===== src/rtl/decode_in_feeder_pkg.sv =====
// Shared types and constants for the LC3 decode input feeder.
// Holds the sequencing FSM states and the occupancy width helper.
package decode_in_feeder_pkg;

    localparam int LC3_INSTR_W = 16;
    localparam int LC3_PC_W    = 16;

    typedef enum logic [1:0] {
        S_ARM,
        S_RUN,
        S_GAP
    } feeder_state_e;

    function automatic int cnt_w(input int depth);
        return $clog2(depth + 1);
    endfunction

endpackage


===== src/rtl/decode_in_fifo.sv =====
// Synchronous FIFO with push/pop/flush and an occupancy count.
// Head entry is presented combinationally on rdata.
module decode_in_fifo
    import decode_in_feeder_pkg::*;
#(
    parameter int W     = 32,
    parameter int DEPTH = 8
) (
    input  logic                       clock,
    input  logic                       reset,
    input  logic                       push,
    input  logic                       pop,
    input  logic                       flush,
    input  logic [W-1:0]               wdata,
    output logic [W-1:0]               rdata,
    output logic                       full,
    output logic                       empty,
    output logic [cnt_w(DEPTH)-1:0]    count
);

    localparam int AW = $clog2(DEPTH);
    localparam int CW = cnt_w(DEPTH);

    logic [W-1:0]  mem [DEPTH];
    logic [AW-1:0] wptr;
    logic [AW-1:0] rptr;
    logic          do_push;
    logic          do_pop;

    assign full    = (count == CW'(DEPTH));
    assign empty   = (count == '0);
    assign do_push = push && !full && !flush;
    assign do_pop  = pop && !empty && !flush;
    assign rdata   = mem[rptr];

    always_ff @(posedge clock) begin
        if (do_push) begin
            mem[wptr] <= wdata;
        end
    end

    // Pointers are exactly log2(DEPTH) wide so they wrap without a compare.
    always_ff @(posedge clock) begin
        if (reset || flush) begin
            wptr  <= '0;
            rptr  <= '0;
            count <= '0;
        end else begin
            if (do_push) begin
                wptr <= wptr + AW'(1);
            end
            if (do_pop) begin
                rptr <= rptr + AW'(1);
            end
            if (do_push && !do_pop) begin
                count <= count + CW'(1);
            end else if (do_pop && !do_push) begin
                count <= count - CW'(1);
            end
        end
    end

endmodule


===== src/rtl/decode_in_feeder.sv =====
// Buffers (instruction, next-PC) pairs and issues them to LC3 decode.
// Start delay, inter-issue gaps, stall/flush and sticky or pulsed enable.
module decode_in_feeder
    import decode_in_feeder_pkg::*;
#(
    parameter int DATA_W      = LC3_INSTR_W,
    parameter int PC_W        = LC3_PC_W,
    parameter int DEPTH       = 8,
    parameter int START_DELAY = 2,
    parameter int GAP_CYCLES  = 0,
    parameter int HOLD_ENABLE = 1
) (
    input  logic                     clock,
    input  logic                     reset,
    input  logic                     push_valid,
    output logic                     push_ready,
    input  logic [DATA_W-1:0]        push_instr,
    input  logic [PC_W-1:0]          push_npc,
    input  logic                     stall,
    input  logic                     flush,
    output logic [DATA_W-1:0]        dout,
    output logic [PC_W-1:0]          npc_in,
    output logic                     enable_decode,
    output logic [cnt_w(DEPTH)-1:0]  count,
    output logic                     busy
);

    localparam int CW   = cnt_w(DEPTH);
    localparam int W    = DATA_W + PC_W;
    localparam int TMAX = (START_DELAY > GAP_CYCLES) ? START_DELAY : GAP_CYCLES;
    localparam int TW   = (TMAX < 2) ? 1 : $clog2(TMAX + 1);

    feeder_state_e state_q;
    feeder_state_e state_d;
    logic [TW-1:0] tmr_q;
    logic [TW-1:0] tmr_d;
    logic          issue;
    logic          push_acc;
    logic          fifo_full;
    logic          fifo_empty;
    logic [W-1:0]  head;
    logic [CW-1:0] count_nxt;

    decode_in_fifo #(
        .W     (W),
        .DEPTH (DEPTH)
    ) u_fifo (
        .clock (clock),
        .reset (reset),
        .push  (push_acc),
        .pop   (issue),
        .flush (flush),
        .wdata ({push_instr, push_npc}),
        .rdata (head),
        .full  (fifo_full),
        .empty (fifo_empty),
        .count (count)
    );

    always_ff @(posedge clock) begin
        if (reset) begin
            state_q <= S_ARM;
            tmr_q   <= TW'(START_DELAY);
        end else begin
            state_q <= state_d;
            tmr_q   <= tmr_d;
        end
    end

    // Leaving on a count of 1 makes a delay of N allow issue on edge N+1.
    always_comb begin
        state_d = state_q;
        tmr_d   = tmr_q;
        unique case (state_q)
            S_ARM: begin
                if (tmr_q <= TW'(1)) begin
                    state_d = S_RUN;
                    tmr_d   = '0;
                end else begin
                    tmr_d = tmr_q - TW'(1);
                end
            end
            S_RUN: begin
                if (issue && (GAP_CYCLES > 0)) begin
                    state_d = S_GAP;
                    tmr_d   = TW'(GAP_CYCLES);
                end
            end
            S_GAP: begin
                if (flush || (tmr_q <= TW'(1))) begin
                    state_d = S_RUN;
                    tmr_d   = '0;
                end else begin
                    tmr_d = tmr_q - TW'(1);
                end
            end
            default: begin
                state_d = S_ARM;
                tmr_d   = TW'(START_DELAY);
            end
        endcase
    end

    always_comb begin
        issue    = (state_q == S_RUN) && !fifo_empty && !stall && !flush;
        push_acc = push_valid && push_ready && !fifo_full && !flush;
    end

    always_comb begin
        count_nxt = count;
        if (flush) begin
            count_nxt = '0;
        end else if (push_acc && !issue) begin
            count_nxt = count + CW'(1);
        end else if (issue && !push_acc) begin
            count_nxt = count - CW'(1);
        end
    end

    // Ready is registered from next occupancy, so a full FIFO refuses
    // pushes even in a cycle that also pops.
    always_ff @(posedge clock) begin
        if (reset) begin
            dout          <= '0;
            npc_in        <= '0;
            enable_decode <= 1'b0;
            push_ready    <= 1'b0;
        end else begin
            push_ready <= (count_nxt != CW'(DEPTH));
            if (issue) begin
                {dout, npc_in} <= head;
            end
            if (flush) begin
                enable_decode <= 1'b0;
            end else if (HOLD_ENABLE != 0) begin
                enable_decode <= enable_decode || issue;
            end else begin
                enable_decode <= issue;
            end
        end
    end

    assign busy = (state_q != S_RUN) || !fifo_empty;

endmodule


===== config.mk =====
export PLATFORM = sky130hd
export DESIGN_NAME = decode_in_feeder
export DESIGN_NICKNAME = d
export VERILOG_FILES = /design/src/rtl/decode_in_feeder_pkg.sv /design/src/rtl/decode_in_fifo.sv /design/src/rtl/decode_in_feeder.sv
export SDC_FILE = /design/constraint.sdc
export NUM_CORES = 1
export LEC_CHECK = 0
export ABC_AREA = 1
export CAP_MARGIN = 40
export CORE_UTILIZATION = 59
export CTS_CLUSTER_SIZE = 16
export DETAILED_ROUTE_END_ITERATION = 10
export PLACE_DENSITY = 0.76
export SLEW_MARGIN = 20
export SYNTH_ARGS = -nofsm -noshare
export SYNTH_HDL_FRONTEND = slang
export SYNTH_SLANG_ARGS = --single-unit
export TNS_END_PERCENT = 30

===== constraint.sdc =====
create_clock -name clock -period 3.9 [get_ports clock]
set_clock_uncertainty 0.1 [all_clocks]
set_input_delay 0.78 -clock clock [delete_from_list [all_inputs] [get_ports clock]]
set_output_delay 0.78 -clock clock [all_outputs]
set_load 0.01 [all_outputs]

### After elaboration in Yosys (flattened, before gate mapping)

Memories as Yosys holds them, arrays and structs flattened. A register that Yosys moved wholly into a read port is not among the register bits.
Cells that the tools add are included.

| storage, ports and cells | value |
|---|---|
| register bits | 16 |
| memories | 1 |
| word-level logic and storage cells | 66 |
| RAM bits | 256 |
| output and inout port bits | 39 |
| input bits | 37 |

Memory list:

| name | depth | bits a word | rd ports | clocked after Yosys merged registers in | write ports | line | source |
|---|---|---|---|---|---|---|---|
| u_fifo.mem | 8 | 32 | 1 | 1 | 1 | decode_in_fifo.sv:24 | `logic [W-1:0] mem [DEPTH];` |

| cells by class | value |
|---|---|
| equal/unequal tests | 7 |
| $add $sub $neg | 5 |
| muxes and demuxes | 13 |
| reductions and logical operators | 31 |
| order comparisons | 1 |
| bitwise operators | 1 |

Operator list:

| cell | count |
|---|---|
| $mux 4 | 5 |
| $logic_and 1x1->1 | 14 |
| $pmux 2 s3 | 2 |
| $logic_not 1->1 | 8 |
| $mux 2 | 4 |
| $add 3x1->3 const B | 2 |
| $add 4x1->4 const B | 1 |
| $eq 4x4->1 const B | 1 |
| $logic_not 4->1 | 1 |
| $logic_or 1x1->1 | 4 |
| $ne 2x2->1 const B | 2 |
| $ne 4x4->1 const B | 1 |
| $sub 4x1->4 const B | 1 |
| $reduce_and 3->1 | 1 |
| $eq 2x1->1 const B | 1 |
| $eq 2x2->1 const B | 1 |
| $le 2x1->1 const B | 1 |
| $logic_not 2->1 | 1 |
| $mux 1 | 2 |
| $ne 2x1->1 const B | 1 |
| $reduce_bool 2->1 | 1 |
| $reduce_or 2->1 | 1 |
| $sub 2x1->2 const B | 1 |
| $not 1->1 | 1 |

### Logic depth before layout (Yosys ltp)

Gate-level depths: netlist (run 1).

| logic depth | value |
|---|---|
| depth in word-level cells | 10 |
| mapped depth | 11 |
| depth with buffers taken out | 11 |

### Modules after synthesis

A second synthesis (run 1) with hierarchy kept.

| unflattened totals | value |
|---|---|
| cell total of the unflattened synthesis | 1086 |
| area, all modules | 12230.5 um^2 |

By module, submodules not included:

| module | sequential area each (um^2) | area an instance (um^2) | cells an instance | times used |
|---|---|---|---|---|
| decode_in_fifo | 7947.6 | 10740.3 | 890 | 1 |
| decode_in_feeder | 740.7 | 1490.2 | 196 | 1 |

### Worst setup path after synthesis (run 1)

No wires, ideal clock.

| path | value |
|---|---|
| kind | in2reg |
| start | input flush |
| end | memory u_fifo.mem[1][0] (enable) |
| data required time | 3.379 ns |
| library setup time | 0.421 ns |
| path buffers | 0 |
| stages on the path | 6 |
| arrival | 2.654 ns |
| setup slack | 0.725 ns |
| cell sequence | inv_2 nand3_1 nand2b_1 nor2_1 inv_1 nor2_1 |

| on the way | value |
|---|---|
| longest elaborated chain between the ends | 6 |

RTL lines:

| element | line | source |
|---|---|---|
| start, declared | decode_in_feeder.sv:20 | `input logic flush,` |
| $logic_not 1->1 * | decode_in_fifo.sv:32, decode_in_feeder.sv:106 |  |
| $logic_and 1x1->1 | decode_in_feeder.sv:106 | `push_acc = push_valid && push_ready && !fifo_full && !flush;` |
| $logic_and 1x1->1 | decode_in_fifo.sv:32 | `assign do_push = push && !full && !flush;` |
| $logic_and 1x1->1 * | decode_in_fifo.sv:32 |  |
| $mux 1 * | decode_in_fifo.sv:37 | `if (do_push) begin` |
| $mux 1 (not written as such) * | decode_in_fifo.sv:38 | `mem[wptr] <= wdata;` |
| end, declared | decode_in_fifo.sv:24 |  |

Mark *: on every way between the ends. The rest lies on a longest branch, timed or not.

### Worst setup path in the final report (run 1)

| path | value |
|---|---|
| start | register u_fifo.count[0] |
| end | output busy |

| on the way | value |
|---|---|
| longest elaborated chain between the ends | 3 |

RTL lines:

| element | line | source |
|---|---|---|
| start, declared | decode_in_fifo.sv:18 | `output logic [cnt_w(DEPTH)-1:0] count` |
| start signal, assigned | decode_in_fifo.sv:56 | `count <= count + CW'(1);` |
| start signal, assigned | decode_in_fifo.sv:58 | `count <= count - CW'(1);` |
| $logic_not 4->1 | decode_in_fifo.sv:31 | `assign empty = (count == '0);` |
| $logic_not 1->1 | decode_in_feeder.sv:143 | `assign busy = (state_q != S_RUN) \|\| !fifo_empty;` |
| $logic_or 1x1->1 | decode_in_feeder.sv:143 |  |
| end, declared | decode_in_feeder.sv:25 | `output logic busy` |

Every way passes these cells.

==> out/metrics.cfg, run 1 <==
[cts]
clock_path_buffers=3
cts_resized=0
numCtsBuffers=29
cts_hold_buf=0
htree_levels=1
cts_sinks=303
cts_setup_buffers=0
cts_tree=built
clk_latency_ns=0.54
clkTransAtPathRegs_ns=0.06
root_buffer=clkbuf_16

[power]
vdd_drop_max_v=0.000340
leakage_uw=0.00499
p_total_uw=6340
p_per_area_nw_per_um2=450

[outcome]
outcome=finished, final reports clean

[place]
dp_hpwl_mm=14.0
placed_area_um2=13200
gp_congestion=0.799
portBuffers=75

[timing]
max_freq_ghz=0.341
hold_viol_final=0
fin_hold_ws_ns=0.363
worst_pin_slew_ns=0.597
drv_slew=0
min_period_ns=2.93
fin_tns_setup_ns=0
final-setup-viol-count=0
rsz0062_at_grt=no
slew_headroom_pct=60.2
finalCritPeriodShare_pct=75.2

[grt]
gr-total-overflow=0
grt_pass1_vias=7524
track_usage_pct=23.2
grt_max_degree=112
antenna_found_initial=0
grt_pass1_wl_mm=38.6

[critical_path]
worstPathCellList=inv_1 -> ha_1 -> nand4_1 -> clkdlybuf4s50_1
max_stage_delay_ns=0.53
end_kind=output pin
cp.arrival_ns=2.05
cp_max_fo=9
critPathLaunch=u_fifo.count[0]$_SDFFE_PP0P_
slowest_stage=clkdlybuf4s50_1
cp.required_ns=3.02
path_class=flip-flop to output pin
rr_startpoint=u_fifo.count[0]$_SDFFE_PP0P_
start_kind=flip-flop

[hold_path]
hp-start=enable_decode$_SDFF_PP0_
hp-class=flip-flop to flip-flop

[logic_synthesis]
synth_seq_cells=303
syn_inst=1029
ys_seq_area_share_pct=71.0
synthDistinctLibCells=28
synth_warnings=0
syn-cell-area_um2=12200
syn_nets=1071
avgSynthCellArea_um2=11.8

[job]
drv_cap=0

[finish]
antenna_cells=0
layout_common_cells=edfxtp_1, inv_1, nand2_1, o21ai_0, a21oi_1
n_fill_cell=1378
fin_nets=1137
drive_gt1_share_pct=7.70
area_growth_pct=16.0
fin_util_pct=69.7
design_area_um2=14100
final_common_cell=edfxtp_1

[routing]
vias=7656
postRouteAntennaNets=0
routed_wl_mm=24.1
drt_iter0_drc=622
post-route-drc-count=0
vias_per_cell=5.52
routedWlPerCell_um=17.4
dr.pass1.iters=5

[floorplanning]
io_pins=76
die_x_um=146
core_um2=20200
start_util_pct=60.1
num_rows=52
die_y_um=146
die-area_um2=21200

where the power goes:
group          switching [µW]  internal [µW]  total (µW)
Combinational             105           69.2         174
Sequential               12.4           3530        3540
Clock                    1140           1490        2630
Total                    1260           5090        6340
sequential cells by signal, summed over array words and instances (netlist names), 2 cells and up:
signal,flops
u_fifo.mem,256
dout,16
npc_in,16
u_fifo.count,4
u_fifo.rptr,3
u_fifo.wptr,3
tmr_q,2
layout make-up:
| type | count | area [µm²] | share of cell area [%] |
|---|---|---|---|
| Sequential cell | 303 | 8640 | 61.2 |
| Multi-Input combinational cell | 513 | 2700 | 19.1 |
| Timing Repair Buffer | 95 | 971 | 6.88 |
| Clock buffer | 34 | 744 | 5.28 |
| Inverter | 153 | 574 | 4.07 |
| Tap cell | 270 | 338 | 2.40 |
| Clock inverter | 19 | 141 | 1.00 |
metrics by stage:
| stage | cells | worst slack [ns] |
|---|---|---|
| 3_5_place_dp | 1334 | 0.776 |
| 4_1_cts | 1387 | 0.945 |
| 6_report | 1387 | 0.967 |
| 2_1_floorplan | 1029 | 0.725 |
| 3_3_place_gp | 1333 | 0.837 |
| 5_1_grt | 1387 | 0.843 |
synth_stat cells:
library cell | number | area share, %
a211oi_1 | 2 | 0.12
a21o_1 | 1 | 0.062
a21oi_1 | 96 | 4.0
a21oi_2 | 10 | 0.72
buf_1 | 3 | 0.093
buf_2 | 19 | 0.78
buf_4 | 8 | 0.49
buf_6 | 4 | 0.37
clkbuf_1 | 25 | 0.77
clkbuf_4 | 1 | 0.062
clkinv_1 | 1 | 0.031
dfxtp_1 | 47 | 7.7
edfxtp_1 | 256 | 63
ha_1 | 5 | 0.51
inv_1 | 149 | 4.6
inv_2 | 3 | 0.093
nand2_1 | 127 | 3.9
nand2_2 | 1 | 0.051
nand2b_1 | 1 | 0.051
nand3_1 | 72 | 3.0
nand4_1 | 2 | 0.10
nor2_1 | 22 | 0.68
nor3_1 | 2 | 0.082
nor3b_1 | 2 | 0.12
o211ai_1 | 64 | 4.0
o21ai_0 | 103 | 4.2
or2_2 | 2 | 0.10
xnor2_1 | 1 | 0.072
routing by layer:
layer	vias to the layer above	track usage (%)	routed length [µm]	part of all wire, %
li1	3728	-	-	-
met1	3675	32.1	10600	44
met2	220	38.6	11800	49
met3	33	3.48	1350	5.6
met4	0	6.32	359	1.5
met5	-	0	0	0
path summary, 6_finish.rpt:
check / depth (start not counted) / slack [ns] / end
min reg2reg: 2 / 0.36 / enable_decode$_SDFF_PP0_
max reg2reg: 8 / 1.17 / u_fifo.mem[6][17]$_DFFE_PP_
max: 4 / 0.97 / busy
min: 2 / 0.36 / enable_decode$_SDFF_PP0_
critical path: cells and delay by family, from the launching register on:
kind / cells / cell delay (ns)
buffers and inverters: 2 / 0.65
flip-flops: 1 / 0.48
adder cells (fa/ha/maj): 1 / 0.27
AND/OR/NAND/NOR: 1 / 0.11
logic make-up (layout without fill, tap and decap cells):
family | after synthesis | count (layout) | share of synthesized area (%)
flops | 303 | 303 | 71.0
simple gates | 231 | 231 | 8.08
compound gates | 276 | 276 | 13.1
xor+xnor | 1 | 1 | 0.0721
buf+inv | 213 | 301 | 7.30
fa+ha+maj | 5 | 5 | 0.515
(Power assumes the default switching activity.)
==> run 2, diff against run 1 <==
==> constraint.sdc (replaced) <==
create_clock -name clock -period 2.9 [get_ports clock]
set_clock_uncertainty 0.1 [all_clocks]
set_input_delay 0.58 -clock clock [delete_from_list [all_inputs] [get_ports clock]]
set_output_delay 0.58 -clock clock [all_outputs]
set_load 0.01 [all_outputs]
==> run 2 against run 1 <==
Against the previous run:
- global-route usage down 0.70 points
- register-to-register slack got worse by 0.64 ns
- critical path type unchanged
- highest routed layer unchanged
- die area unchanged
==> out/metrics.cfg, run 2 (same netlist as run 1, synthesis figures left out) <==
[timing]
hold_viol_final=0
min_period_ns=2.75
max_freq_ghz=0.363
fin_ws_ns=0.148
fin_hold_ws_ns=0.359
drv_slew=0
finalCritPeriodShare_pct=94.9
slew_headroom_pct=48.2
worst_pin_slew_ns=0.777
rsz0062_at_grt=no
final-setup-viol-count=0

[routing]
drt_iter0_drc=579
routed_wl_mm=23.0
post-route-drc-count=0
vias_per_cell=5.50
dr.pass1.iters=5
routedWlPerCell_um=16.5
vias=7666
postRouteAntennaNets=0

[critical_path]
cp_max_fo=9
end_kind=output pin
path_delay_family=buffers and inverters
worstPathCellList=inv_1 -> ha_1 -> nand4_1 -> clkdlybuf4s50_1
path_class=flip-flop to output pin
slowest_stage=clkdlybuf4s50_1
cp.required_ns=2.22
max_stage_delay_ns=0.53
start_kind=flip-flop
crit_buf_inv=2
cp.arrival_ns=2.07

[outcome]
outcome=finished, final reports clean

[cts]
htree_levels=1
cts_hold_buf=0
cts_sinks=303
root_buffer=clkbuf_16
cts_resized=0
clk_latency_ns=0.55
numCtsBuffers=30
cts_setup_buffers=0
clock_path_buffers=3
cts_tree=built
clkTransAtPathRegs_ns=0.06

[place]
placed_area_um2=13300
dp_cells=1338
dp_slack_ns=0.353
dp_hpwl_mm=13.1
portBuffers=75
gp_congestion=0.797

[floorplanning]
num_rows=52
die_y_um=146
core_um2=20200
die-area_um2=21200
start_util_pct=60.1
io_pins=76
die_x_um=146

[finish]
antenna_cells=0
fin_nets=1142
area_growth_pct=18.4
largest_reg_flops=256
top_regs=u_fifo.mem (256), dout (16), npc_in (16)
final_common_cell=edfxtp_1
drive_gt1_share_pct=9.25
max_flop_register=u_fifo.mem
fin_util_pct=71.1
finalNonFillerCells=1394
layout_common_cells=edfxtp_1, inv_1, nand2_1, o21ai_0, a21oi_1
design_area_um2=14400

[grt]
track_usage_pct=22.5
antenna_found_initial=0
grt_pass1_vias=7393
grt_max_degree=73
gr-total-overflow=0
grt_pass1_wl_mm=37.6

[hold_path]
hp-class=flip-flop to flip-flop

[power]
vdd_drop_max_v=0.000517
leakage_uw=0.00511
p_per_area_nw_per_um2=628

[job]
drv_cap=0

## run 2: worst paths after layout
| path | cells after the start | startpoint | slack, ns | end |
|---|---|---|---|---|
| hold / removal | 1 | tmr_q[1]$_SDFFE_PP1N_ | 0.36 | state_q[0]$_SDFFE_PP0P_ |
| hold reg to reg | 1 | tmr_q[1]$_SDFFE_PP1N_ | 0.36 | state_q[0]$_SDFFE_PP0P_ |
| setup / recovery | 4 | u_fifo.count[0]$_SDFFE_PP0P_ | 0.15 | busy |
| setup reg to reg | 8 | u_fifo.count[0]$_SDFFE_PP0P_ | 0.53 | u_fifo.mem[0][11]$_DFFE_PP_ |
## run 2: routing by layer
| metal | track usage (%) | share of wire (%) | vias to the layer above |
|---|---|---|---|
| met5 | 0 | 0 | - |
| met4 | 6.58 | 1.8 | 0 |
| met3 | 3.29 | 5.0 | 33 |
| met2 | 37.6 | 49 | 204 |
| met1 | 30.8 | 44 | 3688 |
| li1 | - | - | 3741 |
## run 2: final cells by class
| cell class | instances | area (µm²) |
|---|---|---|
| clock buffers | 38 | 852 |
| inverters | 153 | 574 |
| multi-input cells | 513 | 2700 |
| fillers | 1315 | 5840 |
| clock inverters | 18 | 213 |
| flip-flops and latches | 303 | 8640 |
| repair buffers | 99 | 1080 |
| well taps | 270 | 338 |
## run 2: power breakdown
part	leakage [µW]	internal, µW	switching (µW)
logic	0.00191	96.9	133
clock network	0.000510	2440	1610
registers	0.00269	4750	16.2
## run 2: through the flow
step / setup TNS (ns) / power, µW
floorplan: -57.12 / 4940
global placement: 0 / 5080
detailed placement: 0 / 5090
CTS: 0 / 9100
global route: 0 / 9290
finish: 0 / 9040
==> run 3, diff against run 2 <==
--- a/config.mk
+++ b/config.mk
@@ -8,6 +8,7 @@
 export ABC_AREA = 1
 export CAP_MARGIN = 40
 export CORE_UTILIZATION = 59
+export CTS_CLUSTER_DIAMETER = 120
 export CTS_CLUSTER_SIZE = 16
 export DETAILED_ROUTE_END_ITERATION = 10
 export PLACE_DENSITY = 0.76
==> run 3 against run 2 <==
Against the previous run:
- critical path depth unchanged
- largest cell class unchanged
- register-to-register slack worse by 0.03 ns
- routed wire length down 2.8%
- clock power down 30%
- sequential power about the same
- setup slack better by 0.030 ns
- worst hold slack better by 0.0051 ns
- sequential share of layout area up 1.8 points
- cell area down 3.0%
- global-route usage down 0.61 points
- combinational power about the same
- power down 13%
- critical path type unchanged
==> out/metrics.cfg, run 3 (same netlist as run 1, synthesis figures left out) <==
[floorplanning]
core_um2=20200
die_y_um=146
io_pins=76
num_rows=52
start_util_pct=60.1
die_x_um=146
die-area_um2=21200

[critical_path]
r2r-end=u_fifo.mem[2][12]$_DFFE_PP_
cp.arrival_ns=2.04
cp_max_fo=9
crit_end=busy
critPathLaunch=u_fifo.count[0]$_SDFFE_PP0P_
end_kind=output pin
path_delay_family=buffers and inverters
path_class=flip-flop to output pin
path_depth=4
crit_buf_inv=2
rr_startpoint=u_fifo.count[0]$_SDFFE_PP0P_
slowest_stage=clkdlybuf4s50_1
cp.required_ns=2.22
r2r_slack_ns=0.50
reg2regPathDepth=8
max_stage_delay_ns=0.53
start_kind=flip-flop
worstPathCellList=inv_1 -> ha_1 -> nand4_1 -> clkdlybuf4s50_1

[timing]
final-setup-viol-count=0
slew_headroom_pct=49.2
rsz0062_at_grt=no
drv_slew=0
max_freq_ghz=0.367
hold_viol_final=0
worst_pin_slew_ns=0.761
finalCritPeriodShare_pct=93.9
min_period_ns=2.72
fin_hold_ws_ns=0.364

[routing]
vias=7541
drt_iter0_drc=549
routedWlPerCell_um=16.2
dr.pass1.iters=6
post-route-drc-count=0
vias_per_cell=5.48
routed_wl_mm=22.4
postRouteAntennaNets=0

[cts]
cts_setup_buffers=0
cts_sinks=303
clk_latency_ns=0.51
root_buffer=clkbuf_16
clkTransAtPathRegs_ns=0.07
cts_tree=built
numCtsBuffers=22
clock_path_buffers=3
htree_levels=1
cts_hold_buf=0
cts_resized=0

[finish]
drive_gt1_share_pct=6.68
top_regs=u_fifo.mem (256), dout (16), npc_in (16)
final_common_cell=edfxtp_1
max_flop_register=u_fifo.mem
n_fill_cell=1401
antenna_cells=0
multi_input_area_um2=2700
largest_reg_flops=256
finalNonFillerCells=1377
area_growth_pct=14.9
ff_latch_area_um2=8640
layout_common_cells=edfxtp_1, inv_1, nand2_1, o21ai_0, a21oi_1
fin_nets=1134

[place]
gp_congestion=0.797
dp_hpwl_mm=13.1
portBuffers=75
dp_cells=1338

[power]
pwr-share-seq_pct=60.7
power.switching_uw=1520
p_total_uw=7840
pwr-share-comb_pct=2.9
p_per_area_nw_per_um2=561
leakage_uw=0.00490
vdd_drop_max_v=0.000600
clkPwrFrac_pct=36.4
p_sw_share_pct=19.3
p_int_uw=6330

[grt]
track_usage_pct=21.8
grt_max_degree=73
gr-total-overflow=0
grt_pass1_vias=7187
grt_pass1_wl_mm=36.6
antenna_found_initial=0

[job]
drv_cap=0

[hold_path]
hp-class=flip-flop to flip-flop

[outcome]
outcome=finished, final reports clean

## run 3: cell count changes in the layout (fill, tap and decap cells not counted)
cell and change:
clkinv_4 -1, clkinv_2 -6, clkbuf_8 -5, clkinvlp_4 -6, clkbuf_1 +13, clkbuf_2 +1, clkbuf_16 -8, inv_6 -1
bufinv_16 -4
## run 3: how the worst min path moves through the flow
| stage | cells past startpoint | startpoint | endpoint |
|---|---|---|---|
| finish | 1 | tmr_q[1]$_SDFFE_PP1N_ | state_q[0]$_SDFFE_PP0P_ |
| global route | 1 | tmr_q[0]$_SDFFE_PP0N_ | tmr_q[0]$_SDFFE_PP0N_ |
| CTS | 1 | tmr_q[1]$_SDFFE_PP1N_ | state_q[0]$_SDFFE_PP0P_ |
| detailed placement | 1 | tmr_q[1]$_SDFFE_PP1N_ | state_q[0]$_SDFFE_PP0P_ |
| global placement | 1 | tmr_q[1]$_SDFFE_PP1N_ | state_q[0]$_SDFFE_PP0P_ |
| floorplan | 1 | tmr_q[1]$_SDFFE_PP1N_ | state_q[0]$_SDFFE_PP0P_ |
## run 3: layer usage
| metal | vias to the layer above | GRT usage (%) | part of all wire, % |
|---|---|---|---|
| met5 | - | 0 | 0 |
| met4 | 0 | 5.42 | 1.2 |
| met3 | 24 | 3.01 | 5.5 |
| met2 | 203 | 36.8 | 49 |
| met1 | 3597 | 30.3 | 44 |
| li1 | 3717 | - | - |
## run 3: layout make-up
class                      count  share of cell area, %
clock buffer                  39                   4.56
sequential                   303                   61.8
multi-input combinational    513                   19.3
timing repair buffer          99                   7.74
inverter                     153                   4.11
tap                          270                   2.42
## run 3: through the flow
stage | TNS (ns) | instance area, µm² | util (%) | worst slack, ns
4_1_cts | 0 | 14000 | 69.0 | 0.169
6_report | 0 | 14000 | 69.0 | 0.178
5_1_grt | 0 | 14000 | 69.0 | 0.0706
3_5_place_dp | 0 | 13300 | 65.9 | 0.353
3_3_place_gp | 0 | 13300 | 65.9 | 0.385
2_1_floorplan | -57.12 | 12200 | - | -0.231
## run 3: power by group through the flow
stage	Clock [µW]	Combinational [µW]	Sequential (µW)
detailed placement	0	230	4860
CTS	2900	232	4760
floorplan	0	82.0	4860
finish	2850	230	4760
global placement	0	224	4850
global route	3070	255	4760
